<file path="config.mk">
export PLATFORM = sky130hd
export DESIGN_NAME = sdram_port_arbiter
export DESIGN_NICKNAME = d
export VERILOG_FILES = /design/src/rtl/sdram_port_arbiter.sv
export SDC_FILE = /design/constraint.sdc
export NUM_CORES = 1
export LEC_CHECK = 0
export CORE_ASPECT_RATIO = 0.7
export CORE_UTILIZATION = 44
export CTS_CLUSTER_SIZE = 28
export DETAILED_ROUTE_END_ITERATION = 6
export PLACE_DENSITY_LB_ADDON = 0.3
export SLEW_MARGIN = 10
export SYNTH_ARGS = -nofsm -noshare
export SYNTH_HDL_FRONTEND = slang
export SYNTH_SLANG_ARGS = --single-unit
</file>
<file path="constraint.sdc">
create_clock -name cpu_clk -period 2.3 [get_ports cpu_clk]
set_input_delay 0.23 -clock cpu_clk [delete_from_list [all_inputs] [get_ports cpu_clk]]
set_output_delay 0.23 -clock cpu_clk [all_outputs]
set_load 0.05 [all_outputs]
</file>
<file path="src/rtl/sdram_port_arbiter.sv">
// sdram_port_arbiter: shares the SDRAM controller port between icache refills and data accesses.
// Optional: define SDRAM_ARB_TIMEOUT_EN for a mem_ack watchdog with NOP fill and err_timeout.
module sdram_port_arbiter #(
   parameter int unsigned ADDR_W       = 21,
   parameter int unsigned BURST_LEN    = 16,
   parameter int unsigned MAX_D_CONSEC = 4,
   parameter int unsigned TIMEOUT      = 1023
) (
   input  logic                         cpu_clk,
   input  logic                         reset_n,
   input  logic                         ic_req,
   input  logic [ADDR_W-1:0]            ic_addr,
   output logic                         ic_ack,
   output logic [31:0]                  ic_rdata,
   output logic [$clog2(BURST_LEN)-1:0] ic_ptr,
   input  logic                         d_req,
   input  logic                         d_we,
   input  logic [ADDR_W-1:0]            d_addr,
   input  logic [31:0]                  d_wdata,
   input  logic [3:0]                   d_be,
   output logic                         d_ack,
   output logic [31:0]                  d_rdata,
   output logic                         mem_req,
   output logic                         mem_we,
   output logic [ADDR_W-1:0]            mem_addr,
   output logic [31:0]                  mem_wdata,
   output logic [3:0]                   mem_be,
   input  logic [31:0]                  mem_rdata,
   input  logic                         mem_ack,
   output logic                         busy
`ifdef SDRAM_ARB_TIMEOUT_EN
   ,output logic                        err_timeout
`endif
);

   localparam int unsigned PW = $clog2(BURST_LEN);
   localparam int unsigned SW = $clog2(MAX_D_CONSEC + 1);
   localparam logic [PW-1:0] LAST = PW'(BURST_LEN - 1);
   localparam logic [SW-1:0] SMAX = SW'(MAX_D_CONSEC);
   localparam logic [31:0] NOP = 32'h0000_0013;

   typedef enum logic [1:0] {
      S_IDLE,
      S_IC_BURST,
      S_D_ACCESS,
      S_RELEASE
   } state_t;

   state_t        state_q;
   logic [PW-1:0] idx_q;
   logic [SW-1:0] starve_q;
   logic          tmo_hit;
   logic          fill_on;
   logic          unused_ok;

   // Line-offset bits of the refill address are dropped by design.
   assign unused_ok = ^{ic_addr[PW-1:0], TIMEOUT[0]};

   assign busy = (state_q != S_IDLE);

`ifdef SDRAM_ARB_TIMEOUT_EN
   localparam int unsigned TW = $clog2(TIMEOUT + 1);

   logic [TW-1:0] tmo_q;
   logic          fill_q;
   logic          err_q;

   assign tmo_hit     = mem_req && !mem_ack && (tmo_q == TW'(TIMEOUT - 1));
   assign fill_on     = fill_q;
   assign err_timeout = err_q;

   // Watchdog on the outstanding word; after an abort the rest of the line is NOP-filled.
   always_ff @(posedge cpu_clk or negedge reset_n) begin
      if (!reset_n) begin
         tmo_q  <= '0;
         fill_q <= 1'b0;
         err_q  <= 1'b0;
      end else begin
         if (mem_req && !mem_ack && !tmo_hit) tmo_q <= tmo_q + TW'(1);
         else                                 tmo_q <= '0;
         if (tmo_hit) err_q <= 1'b1;
         if (tmo_hit && state_q == S_IC_BURST && idx_q != LAST) fill_q <= 1'b1;
         else if (fill_q && idx_q == LAST)                      fill_q <= 1'b0;
      end
   end
`else
   assign tmo_hit = 1'b0;
   assign fill_on = 1'b0;
`endif

   // Arbitration FSM; every port-side output is registered here.
   always_ff @(posedge cpu_clk or negedge reset_n) begin
      if (!reset_n) begin
         state_q   <= S_IDLE;
         idx_q     <= '0;
         starve_q  <= '0;
         mem_req   <= 1'b0;
         mem_we    <= 1'b0;
         mem_addr  <= '0;
         mem_wdata <= '0;
         mem_be    <= '0;
         ic_ack    <= 1'b0;
         ic_rdata  <= '0;
         ic_ptr    <= '0;
         d_ack     <= 1'b0;
         d_rdata   <= '0;
      end else begin
         ic_ack <= 1'b0;
         d_ack  <= 1'b0;
         unique case (state_q)
            S_IDLE: begin
               if (!ic_req) starve_q <= '0;
               if (ic_req && (!d_req || starve_q == SMAX)) begin
                  state_q   <= S_IC_BURST;
                  starve_q  <= '0;
                  idx_q     <= '0;
                  mem_req   <= 1'b1;
                  mem_we    <= 1'b0;
                  mem_addr  <= {ic_addr[ADDR_W-1:PW], {PW{1'b0}}};
                  mem_wdata <= '0;
                  mem_be    <= 4'hF;
               end else if (d_req) begin
                  state_q   <= S_D_ACCESS;
                  if (ic_req) starve_q <= starve_q + SW'(1);
                  mem_req   <= 1'b1;
                  mem_we    <= d_we;
                  mem_addr  <= d_addr;
                  mem_wdata <= d_wdata;
                  mem_be    <= d_we ? d_be : 4'hF;
               end
            end
            S_D_ACCESS: begin
               if (mem_ack || tmo_hit) begin
                  state_q   <= S_RELEASE;
                  mem_req   <= 1'b0;
                  mem_we    <= 1'b0;
                  mem_addr  <= '0;
                  mem_wdata <= '0;
                  mem_be    <= '0;
                  d_ack     <= 1'b1;
                  d_rdata   <= mem_ack ? mem_rdata : NOP;
               end
            end
            S_IC_BURST: begin
               if (mem_ack || tmo_hit || fill_on) begin
                  ic_ack   <= 1'b1;
                  ic_rdata <= (mem_req && mem_ack) ? mem_rdata : NOP;
                  ic_ptr   <= idx_q;
                  idx_q    <= idx_q + PW'(1);
                  if (idx_q == LAST) begin
                     state_q  <= S_RELEASE;
                     mem_req  <= 1'b0;
                     mem_addr <= '0;
                     mem_be   <= '0;
                  end else if (tmo_hit) begin
                     mem_req  <= 1'b0;
                     mem_addr <= '0;
                     mem_be   <= '0;
                  end else if (!fill_on) begin
                     mem_addr <= mem_addr + ADDR_W'(1);
                  end
               end
            end
            S_RELEASE: state_q <= S_IDLE;
            default:   state_q <= S_IDLE;
         endcase
      end
   end

endmodule

</file>
== After elaboration in Yosys (flattened, before gate mapping) ==
Index checks and enable logic that the tools add are counted.
Word-level totals
  logic and storage cells: 85
  register bits: 138
  bits of input ports: 116
Cells by class
  add/sub/neg operators: 3
  mux-type cells: 43
  reductions and logical operators: 16
  eq/ne operators: 10
Operator list (count)
  32-bit two-way mux: 4
  21-bit two-way mux: 5
  32-bit case mux with 2 select lines: 1
  21-bit case mux with 3 select lines: 1
  4-bit two-way mux: 8
  21-bit by 1-bit adder with 21-bit output (second input constant): 1
  3-bit two-way mux: 4
  4-bit case mux with 3 select lines: 1
  1-bit two-way mux: 10
  2-bit two-way mux: 5
  2-bit != test (second input constant): 4
  2-bit case mux with 4 select lines: 1
  4-bit case mux with 2 select lines: 1
  4-bit AND reduction: 2
  3-bit AND reduction: 2
  2-bit nonzero test: 3
  5-bit AND reduction: 1
  4-bit by 1-bit adder with 4-bit output (second input constant): 1
  2-bit == test (second input constant): 2
  4-bit == test (second input constant): 1
  2-bit AND reduction: 2
  3-bit by 1-bit adder with 3-bit output (second input constant): 1
  3-bit == test (second input constant): 1
  3-bit != test (second input constant): 1
  other kinds (8): 9

== Longest topological paths before layout ==
Gate-level depths: netlist of run 1.
  depth in word-level cells: 5
  mapped depth: 9
  depth with buffers taken out: 7

== Worst setup path before layout of run 1 ==
No wires, ideal clock.
  kind: register to register
  start: register mem_addr[0]
  end: register mem_addr[20]
  path buffers: 0
  cell stages (with the launch flop): 7
  arrival time: 1961 ps
  slack: 256 ps
  cells stage by stage: dfrtp_1 ha_1 nand3_1 nor4_4 nand4_1 o32a_1 o22ai_1
Between the ends
  word-level cells in the longest chain between the ends: 4
Ends and longest elaborated chain
  from (decl): line 25  | output logic [ADDR_W-1:0] mem_addr,
  from (signal assigned): line 119  | mem_addr <= {ic_addr[ADDR_W-1:PW], {PW{1'b0}}};
  from (signal assigned): line 127  | mem_addr <= d_addr;
  from (signal assigned): line 160  | mem_addr <= mem_addr + ADDR_W'(1);
  21-bit by 1-bit adder with 21-bit output: line 160
  21-bit two-way mux: line 150  | if (idx_q == LAST) begin
  21-bit two-way mux: line 145  | if (mem_ack || tmo_hit || fill_on) begin
  21-bit case mux with 3 select lines: line 110  | unique case (state_q)
No other way between the ends. The select of a mux whose other input is x is not followed.
A chain may end at the register's enable or synchronous reset.

== Worst setup path after layout of run 1 ==
  start: register state_q[0]
  end: register mem_addr[9]
Between the ends
  word-level cells in the longest chain between the ends: 3
  elaborated cells between the ends (all ways): 9
  those cells by class: eq/ne (5); mux (1); reduce/logical (3)
Ends and longest elaborated chain
  from (decl): line 49  | state_t state_q;
  from (signal assigned): line 94  | state_q <= S_IDLE;
  from (signal assigned): line 114  | state_q <= S_IC_BURST;
  from (signal assigned): line 123  | state_q <= S_D_ACCESS;
  2-bit == test (tied with other cells): line 110
  2-bit != test (no source line) (tied with other cells)
  4-bit AND reduction (no source line)
Parallel ways exist; a longest one is shown, timed or not.

==> out/results.ini, run 1 <==
[run_status]
status = finished, final reports clean

[worst_setup_path]
critPathArrivalTime_ps = 2380
startpoint_type = register
reg2reg_depth = 7
worstSetupPathType = register to register
cp_max_fo = 33
crit_path_end_kind = register
r2r-end = mem_addr[9]
cp.required_ps = 2570
timing.rr.start = state_q[0]
rrSetupSlack_ps = 190

[yosys]
yosysWarningCount = 0
synth_top_area_cell = dfrtp_1
synthCells = 570
synthAdderAreaFrac_pct = 1.64
ys_types = 47
syn-num-nets = 694
synth_xor_area_share_pct = 0
synth_top_area_share_pct = 56.5
synth_ff_type = dfrtp_1
synth_top_family_by_area = compound AO/OA/AOI/OAI gates
synthMuxAreaShare_pct = 8.13
async_flop_share_pct = 100
synth_edf_count = 0
synth_compound_area_share_pct = 15.5
synth_area_sq_um = 6110
synth-simple-area-share_pct = 14.9
syn_avg_cell_area_sq_um = 10.7
synth.area.top_cells = dfrtp_1, nand2_1, a22o_1
synth_commonest_cells = dfrtp_1, nand2_1, o21ai_0
ys_ff_latch = 138
yosysMostFrequentCell = dfrtp_1
ys_seq_area_share_pct = 56.5

[finish]
fillCellCount = 964
regArea_sq_um = 3450
nets = 939
diodes = 0
syn_to_final_growth_pct = 54.5
drive_gt1_share_pct = 11.6
multiInputGateArea_sq_um = 2460
final_cells = 1013

[power]
swShare_pct = 48.2
power_frac_comb_pct = 55.9
power_leakage_nw = 4.16
internal_power_w = 0.00815
power.switching_w = 0.00759
ir_drop_mv = 0.861
seqPwrFrac_pct = 26.6
pwr-share-clk_pct = 17.4
power_w = 0.0157
powerDensity_nw_per_um2 = 1670

[detailed_routing]
vias_per_cell = 5.37
drtIter0Drc = 287
antenna_left = 0
drcViolationCount = 0
routed_wl_mm = 17.6
vias = 5436
wl_per_cell_um = 17.4
first_pass_iters = 5

[clocking]
tritoncts.num_buffers = 17
clk_latency_ps = 410
clock-sinks = 138
clk_transition_reported_paths_ps = 70
cts_buffer_depth = 2
cts_tree = yes
cts-htree-levels = 4
post-cts-setup-buffers = 0
cts-root-buf = clkbuf_16

[sta]
whs_ps = 359
hold_viol = 0
setup_slack_ps = 186
drv_slew = 0
setup_violations = 0
tns_ps = 0
worstMarginPinSlew_ps = 544
relSlewSlack_pct = 63.6
period_share_pct = 91.9
clock_skew_ps = 10.0
rsz0062_at_grt = false
min_period_ps = 2110
fmax_mhz = 473

[floorplanning]
die_area_sq_um = 14400
core_sq_um = 13400
rows = 35
die_h_um = 101
ios = 246
start_util_pct = 45.7
die_x_um = 143

[grt]
grt_max_degree = 55
grt_pass1_wl_mm = 28.1
antenna_found_initial = 0
grt_pass1_vias = 5469
grt_overflow_total = 0
grt_usage_pct = 25.3

[place]
preCtsSetupSlack_ps = 135
io_buffers = 241
dp.cells = 980
hpwl_mm = 12.5
gp_congestion = 0.832

[hold_path]
worstHoldPathType = input port to asynchronous set/reset pin

[job]
maxCapViolations = 0

[cell usage in the layout (no fill, tap or decap), types with 6 or more instances in the layout]
cell / Yosys / routed
o22ai_1: 6 / 6
a22o_1: 38 / 38
mux2i_1: 17 / 17
clkdlybuf4s50_1: 0 / 238
nand3_1: 37 / 37
nand2_1: 97 / 97
a21oi_1: 10 / 10
nand4_1: 7 / 7
inv_1: 15 / 15
buf_4: 0 / 16
ha_1: 8 / 8
mux2_2: 29 / 29
o32a_1: 9 / 9
clkbuf_16: 0 / 17
nor2_1: 25 / 23
o21ai_0: 42 / 42
buf_12: 0 / 6
a31oi_1: 10 / 10
dfrtp_1: 138 / 138
[worst max-delay path: stages, from the launching register on]
cell,delay [ps]
dfrtp_1,430
inv_1,100
ha_1,200
or3b_2,510
o211ai_1,210
buf_12,230
or2_2,180
o221ai_1,120
[power groups by stage]
stage               combinational [W]  clock, W  sequential (W)
detailed placement            0.00877         0         0.00420
global placement              0.00858         0         0.00413
floorplan                     0.00247         0         0.00735
global route                  0.00927   0.00290         0.00432
finish                        0.00880   0.00274         0.00419
CTS                           0.00881   0.00279         0.00418
[layout make-up]
cell class	instances	share of cell area, %
multi-input combinational	381	26.1
sequential	138	36.6
tap	185	2.45
clock inverter	13	1.66
timing repair buffer	262	28.0
clock buffer	19	4.59
inverter	15	0.597
[sequential cells by signal, indices dropped and copies added (netlist names)]
register	flops
ic_rdata	32
mem_be	4
idx_q	4
starve_q	3
ic_ptr	4
mem_req	1
ic_ack	1
d_ack	1
state_q	2
mem_wdata	32
d_rdata	32
mem_we	1
mem_addr	21
[per-layer routing]
layer / wire (um) / share of wire, % / GRT usage, %
met5: 0 / 0 / 0
met4: 230 / 1.3 / 7.94
met3: 1310 / 7.4 / 6.84
met1: 7670 / 43 / 33.0
met2: 8430 / 48 / 41.3
[through the flow]
stage	cell area, sq um	utilization [%]
finish	9440	70.7
global route	9440	70.7
CTS	9440	70.7
detailed placement	8840	66.2
global placement	8840	66.2
floorplan	6110	-
[cell families (layout without fill, tap and decap cells)]
logic type	Yosys count	after routing
AND/OR/NAND/NOR	191	191
buffers and inverters	51	309
flip-flops	138	138
multiplexers	46	46
AO/OA/AOI/OAI	136	136
adder cells (fa/ha/maj)	8	8
[worst max-delay path by stage]
stage | endpoint | start | slack [ps] | cells past startpoint
floorplan | mem_addr[20] | mem_addr[0] | 260 | 6
global placement | mem_addr[4] | d_req | 180 | 6
detailed placement | mem_addr[4] | d_req | 140 | 6
CTS | mem_addr[4] | state_q[0] | 110 | 7
global route | mem_addr[9] | state_q[0] | 100 | 7
finish | mem_addr[9] | state_q[0] | 190 | 7
[what timing repair did]
action | in CTS | in global routing
setup endpoints to repair | 0 | 2
hold buffers | 1 | 0
gates resized for setup | 0 | 1
endpoints found under the hold margin | 52 | 0
Power figures use the tool's default switching activity.
==> run 2: changes to the inputs <==
--- a/config.mk
+++ b/config.mk
@@ -9,6 +9,7 @@
 export CORE_UTILIZATION = 44
 export CTS_CLUSTER_SIZE = 28
 export DETAILED_ROUTE_END_ITERATION = 6
+export GPL_TIMING_DRIVEN = 0
 export PLACE_DENSITY_LB_ADDON = 0.3
 export SLEW_MARGIN = 10
 export SYNTH_ARGS = -nofsm -noshare
==> run 2 against run 1 <==
Against the previous run:
- largest power group unchanged
- global-route usage is 0.22 points higher
- critical path type unchanged
- worst hold slack worse by 40 ps
- non-clock buffer count is 15 higher
==> out/results.ini, run 2 (same netlist as run 1, synthesis figures left out) <==
[grt]
grt_max_degree = 72
grt_pass1_vias = 5426
grt_pass1_wl_mm = 28.0
antenna_found_initial = 0
grt_usage_pct = 25.5
grt_overflow_total = 0

[sta]
relSlewSlack_pct = 58.2
drv_slew = 0
hold_viol = 0
setup_slack_ps = 105
period_share_pct = 95.4
worstMarginPinSlew_ps = 626
rsz0062_at_grt = false
min_period_ps = 2190
fmax_mhz = 456
clock_skew_ps = 7.72
tns_ps = 0
setup_violations = 0

[place]
gp_congestion = 0.913
dp.cells = 996
hpwl_mm = 13.2
preCtsSetupSlack_ps = -114
post_dp_cell_area_sq_um = 8770
io_buffers = 240

[floorplanning]
start_util_pct = 45.7
core_sq_um = 13400
die_area_sq_um = 14400
rows = 35
ios = 246
die_x_um = 143
die_h_um = 101

[worst_setup_path]
reg2reg_depth = 7
cp_max_fo = 10
startpoint_type = register
cpPeakStageDelay_ps = 510
path_cells = inv_1, ha_1, or3b_2, o211ai_1, clkbuf_2, o21ai_0, o221ai_1
slowest_stage = or3b_2
crit_path_end_kind = register
cp.required_ps = 2620
critPathArrivalTime_ps = 2510
worstSetupPathType = register to register

[finish]
mostFrequentLayoutCells = clkdlybuf4s50_1, dfrtp_1, nand2_1
syn_to_final_growth_pct = 54.5
fin_util_pct = 70.7
diodes = 0
drive_gt1_share_pct = 11.2
final_common_cell = clkdlybuf4s50_1
top_regs = d_rdata (32), ic_rdata (32), mem_wdata (32)
nets = 954
final_cells = 1028
finish.instance_area_sq_um = 9440

[detailed_routing]
antenna_left = 0
vias_per_cell = 5.42
routed_wl_mm = 17.9
drtIter0Drc = 296
wl_per_cell_um = 17.5
drcViolationCount = 0
first_pass_iters = 5
vias = 5570

[power]
power_frac_comb_pct = 55.3
ir_drop_mv = 1.01
power_leakage_nw = 4.16
power.switching_w = 0.00766
seqPwrFrac_pct = 26.1
pwr-share-clk_pct = 18.6
internal_power_w = 0.00829
powerDensity_nw_per_um2 = 1690
swShare_pct = 48.0

[clocking]
cts_tree = yes
clk_transition_reported_paths_ps = 60
clock-sinks = 138
post-cts-setup-buffers = 0
cts-htree-levels = 4
clk_latency_ps = 410
cts-root-buf = clkbuf_16
cts_buffer_depth = 2
tritoncts.num_buffers = 17

[hold_path]
worstHoldPathType = input port to register
holdPathStages = 3

[job]
maxCapViolations = 0

[run_status]
status = finished, final reports clean

[run 2: cell types whose count changed in the layout (fill, tap and decap cells not counted), moves of 2 or more]
cell        delta
nand2_1        -2
buf_4         -16
clkbuf_1      +13
clkbuf_2       +7
buf_2         +11
buf_12         -6
nand2_2        +2
clkinvlp_4     -2
buf_1          +3
bufinv_16      +2
[run 2: final timing paths]
path | from | to | slack [ps]
min in group asynchronous | reset_n | d_rdata[0] | 380
hold reg to reg | ic_rdata[21] | ic_rdata[21] | 470
hold / removal | mem_ack | idx_q[0] | 320
setup / recovery | state_q[1] | mem_addr[12] | 110
setup reg to reg | state_q[1] | mem_addr[12] | 110
max in group asynchronous | reset_n | mem_wdata[31] | 1130
[run 2: cell type report]
type,instances,area (sq um)
repair buffers,242,2440
clock buffers,18,429
multi-input cells,381,2460
inverters,15,56.3
plain buffers,35,154
well taps,185,231
flip-flops and latches,138,3450
fillers,968,3920
clock inverters,14,210
[run 2: worst max-delay path: cells and delay by family, from the launching register on]
| kind | cells | cell delay (ps) |
|---|---|---|
| fa+ha+maj | 1 | 190 |
| flops | 1 | 400 |
| compound gates | 3 | 550 |
| buf+inv | 2 | 460 |
| simple gates | 1 | 510 |
[run 2: metal layers]
layer	global-route usage [%]	wire, um
met5	0	0
met4	7.44	218
met3	8.03	1490
met2	40.0	8370
met1	34.1	7860
[run 2: through the flow]
stage / total power, W / hold WS [ps]
after detailed placement: 0.0130 / 270
after floorplan: 0.00983 / -65.6
after CTS: 0.0160 / 261
after global placement: 0.0127 / 450
after global routing: 0.0167 / 323
final: 0.0160 / 319
[run 2: power by group through the flow]
stage / Combinational [W] / Sequential [W] / Clock [W]
floorplan: 0.00247 / 0.00735 / 0
global placement: 0.00860 / 0.00413 / 0
detailed placement: 0.00878 / 0.00418 / 0
CTS: 0.00881 / 0.00416 / 0.00302
global route: 0.00930 / 0.00428 / 0.00314
finish: 0.00883 / 0.00416 / 0.00296
[run 2: what timing repair did]
item	in CTS	in global routing
gates resized for setup	3	19
pin swaps	0	0
endpoints found under the setup margin	10	75
hold buffers	1	0
endpoints found under the hold margin	67	0
cloned	0	0
==> run 3: changes to the inputs <==
--- a/config.mk
+++ b/config.mk
@@ -10,7 +10,7 @@
 export CTS_CLUSTER_SIZE = 28
 export DETAILED_ROUTE_END_ITERATION = 6
 export GPL_TIMING_DRIVEN = 0
-export PLACE_DENSITY_LB_ADDON = 0.3
+export PLACE_DENSITY = 0.78
 export SLEW_MARGIN = 10
 export SYNTH_ARGS = -nofsm -noshare
 export SYNTH_HDL_FRONTEND = slang
==> run 3 against run 2 <==
Against the previous run:
- critical path depth unchanged
- cell count up 0.29%
- worst hold slack worse by 41 ps
- worst setup slack better by 21 ps
- routed wire length up 1.2%
- core utilization down 0.48 points
- non-clock buffer count up 3
- die area unchanged
- sequential power about the same
- critical endpoint unchanged
- clock skew up 4.1 ps
- design area down 0.68%
==> out/results.ini, run 3 (same netlist as run 1, synthesis figures left out) <==
[sta]
setup_violations = 0
min_period_ps = 2170
drv_slew = 0
fmax_mhz = 460
clock_skew_ps = 11.9
worstMarginPinSlew_ps = 770
hold_viol = 0
period_share_pct = 94.5
whs_ps = 279
relSlewSlack_pct = 48.7
rsz0062_at_grt = false

[grt]
grt_max_degree = 85
grt_pass1_wl_mm = 29.3
grt_pass1_vias = 5758
grt_usage_pct = 26.5
antenna_found_initial = 0
grt_overflow_total = 0

[detailed_routing]
routed_wl_mm = 18.2
vias = 5595
highest_layer = met4
wl_met1_mm = 7.83
antenna_left = 0
drtIter0Drc = 327
first_pass_iters = 5
wl_met3_mm = 1.58
drcViolationCount = 0
vias_per_cell = 5.43
dr_wl_met2_mm = 8.42
wl_per_cell_um = 17.6

[worst_setup_path]
reg2reg_depth = 7
path_cells = inv_1, ha_1, or3b_2, o211ai_1, buf_2, o21ai_0, o221ai_1
cp.required_ps = 2630
slowest_stage = or3b_2
crit_path_end_kind = register
critPathArrivalTime_ps = 2500
path_delay_family = compound AO/OA/AOI/OAI gates
startpoint_type = register
path_buf_inv = 2
cpPeakStageDelay_ps = 500
cp_max_fo = 10
worst-path-stages = 7
worstSetupPathType = register to register

[hold_path]
holdPathStages = 3
worstHoldPathType = input port to register

[finish]
diodes = 0
mostFrequentLayoutCells = clkdlybuf4s50_1, dfrtp_1, nand2_1
syn_to_final_growth_pct = 53.5
final_common_cell = clkdlybuf4s50_1
top_regs = d_rdata (32), ic_rdata (32), mem_wdata (32)
fillCellCount = 973
drive_gt1_share_pct = 11.2
nets = 957

[clocking]
tritoncts.num_buffers = 17
cts_tree = yes
cts-root-buf = clkbuf_16
cts-htree-levels = 4
clk_transition_reported_paths_ps = 60
clock-sinks = 138
clk_latency_ps = 410
cts_buffer_depth = 2

[place]
hpwl_mm = 13.5
io_buffers = 240
gp_congestion = 0.886

[floorplanning]
start_util_pct = 45.7
rows = 35
ios = 246
die_x_um = 143
die_area_sq_um = 14400
die_h_um = 101
core_sq_um = 13400

[power]
power_w = 0.0156
powerDensity_nw_per_um2 = 1660
ir_drop_mv = 0.892
power_leakage_nw = 4.13

[job]
maxCapViolations = 0

[run_status]
status = finished, final reports clean

[run 3: final timing paths]
kind	start	end	slack, ps
worst max-delay path	state_q[0]	mem_addr[12]	130
worst min-delay path	mem_ack	idx_q[0]	280
worst max register to register	state_q[0]	mem_addr[12]	130
worst min register to register	ic_rdata[18]	ic_rdata[18]	470
max in group asynchronous	reset_n	mem_wdata[25]	1120
min in group asynchronous	reset_n	d_rdata[26]	440
[run 3: layout make-up]
cell class	count	area, sq um	area share [%]
timing repair buffer	244	2450	26.2
clock buffer	19	443	4.72
multi-input combinational	381	2460	26.3
tap	185	231	2.47
inverter	15	56.3	0.601
buffer	36	160	1.71
sequential	138	3450	36.8
clock inverter	13	114	1.21
[run 3: worst reg2reg max path: stages, from the launching register on]
cell	delay [ps]
dfrtp_1	410
inv_1	110
ha_1	210
or3b_2	500
o211ai_1	280
buf_2	340
o21ai_0	150
o221ai_1	100
[run 3: what timing repair did]
| action | 4_1_cts | 5_1_grt |
|---|---|---|
| hold buffers | 1 | 0 |
| resized for setup | 4 | 19 |
| setup buffers | 0 | 2 |
| endpoints found under the setup margin | 13 | 83 |
| endpoints found under the hold margin | 83 | 0 |
| pin swaps | 0 | 1 |
[run 3: layer usage]
metal | vias up | track usage, %
li1 | 2580 | -
met1 | 2724 | 34.3
met2 | 263 | 42.0
met3 | 28 | 8.84
met4 | 0 | 8.77
met5 | - | 0
[run 3: report_power, final]
group          internal, W  switching [W]  total (W)
Clock              0.00143        0.00109    0.00252
Combinational      0.00304        0.00585    0.00889
Sequential         0.00344       0.000737    0.00418
[run 3: through the flow]
stage	area, sq um	TNS (ps)	setup WS, ps	cells	util [%]
3_5_place_dp	8770	-491	-59.1	996	65.7
2_1_floorplan	6110	0	256	570	-
6_report	9380	0	126	1031	70.2
4_1_cts	9340	0	16.3	1029	70.0
3_3_place_gp	8740	-598880	-4350	995	65.5
5_1_grt	9380	0	3.74	1031	70.2
